`config.mk`:
```
export PLATFORM = sky130hd
export DESIGN_NAME = msrv32_dmem_ctrl
export DESIGN_NICKNAME = d
export VERILOG_FILES = /design/src/rtl/msrv32_dmem_pkg.sv /design/src/rtl/msrv32_store_align.sv /design/src/rtl/msrv32_dmem_ctrl.sv
export SDC_FILE = /design/constraint.sdc
export NUM_CORES = 1
export LEC_CHECK = 0
export BUFFER_PORTS_ARGS = -buffer_cell sky130_fd_sc_hd__buf_2
export CAP_MARGIN = 25
export CELL_PAD_IN_SITES_DETAIL_PLACEMENT = 1
export CELL_PAD_IN_SITES_GLOBAL_PLACEMENT = 1
export CORE_UTILIZATION = 32
export DETAILED_ROUTE_END_ITERATION = 7
export GPL_ROUTABILITY_DRIVEN = 0
export GPL_TIMING_DRIVEN = 0
export PLACE_DENSITY_LB_ADDON = 0.1
export SLEW_MARGIN = 20
export SYNTH_ARGS = -nofsm -noshare
export SYNTH_HDL_FRONTEND = slang
export SYNTH_SLANG_ARGS = --single-unit
export TNS_END_PERCENT = 10
```
`constraint.sdc`:
```
create_clock -name ms_riscv32_mp_clk_in -period 2 [get_ports ms_riscv32_mp_clk_in]
set_input_delay 0.3 -clock ms_riscv32_mp_clk_in [delete_from_list [all_inputs] [get_ports ms_riscv32_mp_clk_in]]
set_output_delay 0.3 -clock ms_riscv32_mp_clk_in [all_outputs]
set_load 0.01 [all_outputs]
```
`src/rtl/msrv32_dmem_pkg.sv`:
```
// Shared types and constants for the data-memory access sequencer.
package msrv32_dmem_pkg;

  localparam int unsigned XLEN   = 32;
  localparam int unsigned MASK_W = XLEN / 8;

  typedef enum logic [1:0] {
    ST_IDLE = 2'b00,
    ST_BUS  = 2'b01,
    ST_RESP = 2'b10
  } state_e;

  localparam logic [1:0] SZ_BYTE = 2'b00;
  localparam logic [1:0] SZ_HALF = 2'b01;
  localparam logic [1:0] SZ_WORD = 2'b10;

  // Request qualifiers kept for the duration of a bus transfer
  typedef struct packed {
    logic       is_store;
    logic [1:0] addr_lo;
    logic [1:0] size;
    logic       is_unsigned;
  } req_info_t;

  // Size 2'b11 is treated as a word access
  function automatic logic is_misaligned(input logic [1:0] size, input logic [1:0] addr_lo);
    case (size)
      SZ_BYTE: is_misaligned = 1'b0;
      SZ_HALF: is_misaligned = addr_lo[0];
      default: is_misaligned = (addr_lo != 2'b00);
    endcase
  endfunction

endpackage

```
`src/rtl/msrv32_store_align.sv`:
```
// Byte-lane enable and lane-replicated write data for a store.
module msrv32_store_align
  import msrv32_dmem_pkg::*;
(
  input  logic [1:0]        addr_lo,
  input  logic [1:0]        size,
  input  logic [XLEN-1:0]   wdata,
  output logic [MASK_W-1:0] mask_c,
  output logic [XLEN-1:0]   data_c
);

  always_comb begin
    mask_c = 4'b1111;
    data_c = wdata;
    case (size)
      SZ_BYTE: begin
        mask_c = 4'b0001 << addr_lo;
        data_c = {4{wdata[7:0]}};
      end
      SZ_HALF: begin
        mask_c = addr_lo[1] ? 4'b1100 : 4'b0011;
        data_c = {2{wdata[15:0]}};
      end
      default: ;
    endcase
  end

endmodule

```
`src/rtl/msrv32_dmem_ctrl.sv`:
```
// Data-memory access sequencer: one request at a time, alignment check,
// bus handshake with wait states/timeout, registered response.
module msrv32_dmem_ctrl
  import msrv32_dmem_pkg::*;
#(
  parameter int unsigned TIMEOUT_CYCLES = 16,
  parameter int unsigned TO_W           = 5
) (
  input  logic              ms_riscv32_mp_clk_in,
  input  logic              ms_riscv32_mp_rst_n_in,
  input  logic              req_valid_in,
  output logic              req_ready_out,
  input  logic              req_is_store_in,
  input  logic [XLEN-1:0]   req_addr_in,
  input  logic [XLEN-1:0]   req_wdata_in,
  input  logic [1:0]        req_size_in,
  input  logic              req_unsigned_in,
  output logic [XLEN-1:0]   ms_riscv32_mp_dmaddr_out,
  output logic              ms_riscv32_mp_dmrd_req_out,
  output logic              ms_riscv32_mp_dmwr_req_out,
  output logic [MASK_W-1:0] ms_riscv32_mp_dmwr_mask_out,
  output logic [XLEN-1:0]   ms_riscv32_mp_dmdata_out,
  input  logic [XLEN-1:0]   ms_riscv32_mp_dmdata_in,
  input  logic              ms_riscv32_mp_dm_ready_in,
  input  logic              ms_riscv32_mp_dm_err_in,
  output logic              resp_valid_out,
  output logic [XLEN-1:0]   resp_rdata_out,
  output logic [1:0]        resp_addr_1_to_0_out,
  output logic [1:0]        resp_size_out,
  output logic              resp_unsigned_out,
  output logic              resp_err_out,
  output logic              resp_misaligned_out,
  output logic              stall_out
);

  state_e            state;
  req_info_t         req_q;
  logic [TO_W-1:0]   to_cnt;
  logic [MASK_W-1:0] align_mask_c;
  logic [XLEN-1:0]   align_data_c;
  logic              accept_c;
  logic              misaligned_c;
  logic              timeout_c;
  logic              bus_done_c;
  logic              bus_err_c;

  msrv32_store_align u_store_align (
    .addr_lo (req_addr_in[1:0]),
    .size    (req_size_in),
    .wdata   (req_wdata_in),
    .mask_c  (align_mask_c),
    .data_c  (align_data_c)
  );

  assign req_ready_out = (state == ST_IDLE);
  assign stall_out     = (state != ST_IDLE);
  assign accept_c      = req_valid_in && req_ready_out;
  assign misaligned_c  = is_misaligned(req_size_in, req_addr_in[1:0]);
  assign timeout_c     = (TIMEOUT_CYCLES != 0) &&
                         (to_cnt == TO_W'(TIMEOUT_CYCLES - 1));
  // Error is only meaningful with ready; a timeout is always an error
  assign bus_done_c    = ms_riscv32_mp_dm_ready_in || timeout_c;
  assign bus_err_c     = ms_riscv32_mp_dm_ready_in ? ms_riscv32_mp_dm_err_in : 1'b1;

  always_ff @(posedge ms_riscv32_mp_clk_in or negedge ms_riscv32_mp_rst_n_in) begin
    if (!ms_riscv32_mp_rst_n_in) begin
      state                       <= ST_IDLE;
      req_q                       <= '0;
      to_cnt                      <= '0;
      ms_riscv32_mp_dmaddr_out    <= '0;
      ms_riscv32_mp_dmrd_req_out  <= 1'b0;
      ms_riscv32_mp_dmwr_req_out  <= 1'b0;
      ms_riscv32_mp_dmwr_mask_out <= '0;
      ms_riscv32_mp_dmdata_out    <= '0;
      resp_valid_out              <= 1'b0;
      resp_rdata_out              <= '0;
      resp_addr_1_to_0_out        <= '0;
      resp_size_out               <= '0;
      resp_unsigned_out           <= 1'b0;
      resp_err_out                <= 1'b0;
      resp_misaligned_out         <= 1'b0;
    end else begin
      resp_valid_out <= 1'b0;
      case (state)
        ST_IDLE: begin
          if (accept_c && misaligned_c) begin
            state                <= ST_RESP;
            resp_valid_out       <= 1'b1;
            resp_rdata_out       <= '0;
            resp_addr_1_to_0_out <= req_addr_in[1:0];
            resp_size_out        <= req_size_in;
            resp_unsigned_out    <= req_unsigned_in;
            resp_err_out         <= 1'b0;
            resp_misaligned_out  <= 1'b1;
          end else if (accept_c) begin
            state                       <= ST_BUS;
            req_q                       <= '{is_store:    req_is_store_in,
                                             addr_lo:     req_addr_in[1:0],
                                             size:        req_size_in,
                                             is_unsigned: req_unsigned_in};
            to_cnt                      <= '0;
            ms_riscv32_mp_dmaddr_out    <= {req_addr_in[XLEN-1:2], 2'b00};
            ms_riscv32_mp_dmrd_req_out  <= !req_is_store_in;
            ms_riscv32_mp_dmwr_req_out  <= req_is_store_in;
            ms_riscv32_mp_dmwr_mask_out <= req_is_store_in ? align_mask_c : '0;
            ms_riscv32_mp_dmdata_out    <= req_is_store_in ? align_data_c : '0;
          end
        end
        ST_BUS: begin
          if (bus_done_c) begin
            state                       <= ST_RESP;
            ms_riscv32_mp_dmrd_req_out  <= 1'b0;
            ms_riscv32_mp_dmwr_req_out  <= 1'b0;
            ms_riscv32_mp_dmwr_mask_out <= '0;
            ms_riscv32_mp_dmdata_out    <= '0;
            resp_valid_out              <= 1'b1;
            resp_rdata_out              <= (!req_q.is_store && !bus_err_c) ?
                                           ms_riscv32_mp_dmdata_in : '0;
            resp_addr_1_to_0_out        <= req_q.addr_lo;
            resp_size_out               <= req_q.size;
            resp_unsigned_out           <= req_q.is_unsigned;
            resp_err_out                <= bus_err_c;
            resp_misaligned_out         <= 1'b0;
          end else if (to_cnt != {TO_W{1'b1}}) begin
            to_cnt <= to_cnt + TO_W'(1);
          end
        end
        ST_RESP: state <= ST_IDLE;
        default: state <= ST_IDLE;
      endcase
    end
  end

endmodule

```
==> metrics.md <==
| Metric | Value |
|---|---|
| Via density | 4.67 |
| Initial core utilization | 32.9% |
| Die height | 127 um |
| Dpl hpwl | 10800 um |
| Biggest area consumer among synthesized cells | dfrtp_1 |
| Mapped Cells | 438 |
| CTS HTree Levels | 4 |
| #FFs+latches synth | 121 |
| Initial DRC Count | 116 |
| Final #Nets | 786 |
| Final Setup Violations | 0 |
| Critical path class | flop to flop |
| Placement Setup Slack | -0.377 ns |
| Most used DFF post-synth | dfrtp_1 |
| Pin count of the biggest net entering global routing | 73 |
| Setup ws final | 0.0345 ns |
| RSZ-0062 raised after global routing | yes |
| Req. time, crit path | 2.29 ns |
| Synth cell types | 36 |
| Detailed Routing Iterations Pass 1 | 4 |
| Fin Clk Skew | 0.00642 ns |
| Mapped Area | 5020 um2 |
| Post-synth ARST share | 100% |
| TritonCTS buffer count | 17 |
| PortBufs | 213 |
| Grt ovf | 0 |
| Largest cells by area after synthesis | dfrtp_1 (60%), a22o_1 (8.7%), nand2_1 (8.4%) |
| VDD IR-drop max | 0.613 mV |
| Routed length per instance | 16.4 um |
| Antenna cell count | 0 |
| Fmax | 509 MHz |
| HP Class | primary input to flop |
| Post-Route WL | 14800 um |
| Yosys top cell area share | 60.3% |
| Final Instance Area | 7220 um2 |
| Drt drc | 0 |
| CTS tree | built |
| Worst-Margin Slew | 0.689 ns |
| CP max FO | 6 |
| Synth Warn # | 0 |
| Syn_area_per_cell | 11.5 um2 |
| Startpoint Class | flop |
| Min Tclk post-route | 1.97 ns |
| Deepest clock path buffer count | 2 |
| Fin crit share | 98.3% |
| Slew HR | 54.1% |
| CTS sink cnt | 121 |
| Share of cells above drive strength 1 | 43.8% |
| P&R area growth vs syn | 43.9% |
| Status | finished clean |
| Overall Power | 9.24 mW |
| CP arrival | 2.25 ns |
| Post-DP Area | 6390 um2 |
| Worst-Skew Late Latency | 0.41 ns |
| Final Hold Vio Count | 0 |
| Initial antenna violation count | 0 |
| Maxcap violations | 0 |
| Clk slew on worst S/H paths | 0.05 ns |
| Die area | 16200 um2 |
| Core Box Area | 15300 um2 |
| Number of synthesized flops with an enable pin | 0 |
| Vias | 4214 |
| Global Route Usage Sum | 19.6% |
| Clock root buffer | clkbuf_16 |
| Setup crit end kind | flop |
| Final Max Tran Viols | 0 |
| Sequential share of the synthesized area | 60.3% |
| Die width | 127 um |
| Leakage power | 3.94 nW |
| Row cnt | 45 |
| Vias in the first global route | 4617 |
| Post-route ant nets | 0 |
| First-pass GRT wire length | 24300 um |
| Hold Slack | 0.0791 ns |
| IO Count | 217 |
| PD cells | 1280 nW/um2 |
## logic make-up (layout without fill, tap and decap cells)
family / after synthesis / in the layout / share of synthesized area, %
muxes: 37 / 37 / 7.68
xor gates and xnor gates: 2 / 2 / 0.349
adders and majority gates: 3 / 3 / 0.748
other: 1 / 2 / 0.0747
AOI/OAI and AO/OA: 94 / 94 / 15.1
and+or+nand+nor: 143 / 143 / 12.0
DFF: 121 / 121 / 60.3
buffers and inverters: 37 / 289 / 3.79
## Yosys cell counts, drive strengths merged, types with 4 or more instances
library cell and instances:
a22o 50, nand3 4, mux2i 25, clkbuf 4, o21ai 17, nand2 112, buf 26, mux2 12
o2bb2ai 20, dfrtp 121, nor2 13, inv 7
## registers in the layout, summed over array words and instances (netlist names)
signal	cells
ms_riscv32_mp_dmdata_out	32
resp_rdata_out	32
ms_riscv32_mp_dmaddr_out	30
req_q	6
to_cnt	5
ms_riscv32_mp_dmwr_mask_out	4
resp_addr_1_to_0_out	2
resp_size_out	2
state	2
ms_riscv32_mp_dmrd_req_out	1
ms_riscv32_mp_dmwr_req_out	1
resp_err_out	1
resp_misaligned_out	1
resp_unsigned_out	1
resp_valid_out	1
## worst max-delay path, cell delays in order, from the launching register on
cell     delay, ns
dfrtp_1       0.38
ha_2          0.20
and3_4        0.20
ha_4          0.18
o21ai_4       0.14
inv_2         0.06
o21ai_4       0.19
buf_8         0.17
mux2_1        0.32
## through the flow
stage / utilization, % / TNS [ns] / cells
final: 47.3 / 0 / 902
after global routing: 47.3 / -0.0561 / 902
after CTS: 46.9 / 0 / 902
after detailed placement: 41.9 / -12.47 / 864
after global placement: 41.7 / -123.34 / 863
after floorplan: - / 0 / 439
## final cells by class
class	instances	area (um2)
Clock inverter	13	224
Buffer	30	193
Timing Repair Buffer	220	1150
Multi-Input combinational cell	281	1900
Tap cell	211	264
Clock buffer	19	443
Inverter	7	26.3
Sequential cell	121	3030
Fill cell	1716	8040
## report_power, final
part,leakage (nW),switching (mW),internal (mW),total (mW)
Combinational,2.03,1.24,1.08,2.32
Clock,0.323,1.11,2.36,3.47
Sequential,1.58,0.353,3.10,3.46
Total,3.94,2.70,6.54,9.24
## final timing paths
check / startpoint / to / slack, ns / depth (start not counted)
max: to_cnt[0] / resp_addr_1_to_0_out[0] / 0.03 / 8
min: req_addr_in[14] / ms_riscv32_mp_dmaddr_out[14] / 0.08 / 3
max reg2reg: to_cnt[0] / resp_addr_1_to_0_out[0] / 0.03 / 8
min reg2reg: ms_riscv32_mp_dmaddr_out[20] / ms_riscv32_mp_dmaddr_out[20] / 0.47 / 2
max in group asynchronous: ms_riscv32_mp_rst_n_in / resp_rdata_out[11] / 0.82 / 3
min in group asynchronous: ms_riscv32_mp_rst_n_in / ms_riscv32_mp_dmaddr_out[20] / 0.49 / 2
## what timing repair did
item                                    in CTS  in global routing
gates resized for setup                     10                 21
hold buffers                                 1                  0
hold endpoints to repair                    71                  0
setup buffers                                5                  0
pin swaps                                    2                  1
endpoints found under the setup margin      75                 54
## placed cells by master (no fill, tap or decap), drive strengths merged, types with 3 or more instances in the layout
cell type	count
inv	7
ha	3
mux2	12
clkbuf	23
o21ai	17
nor2	13
nand2	112
buf	245
dfrtp	121
a21o	3
bufinv	6
clkinv	5
mux2i	25
a22o	50
nand3	4
o2bb2ai	20
## routing by layer
metal | track usage, % | wire length [um]
met1 | 24.4 | 6630
met2 | 31.9 | 6980
met3 | 6.37 | 992
met4 | 6.79 | 209
met5 | 0 | 0
(Power assumes the default switching activity.)
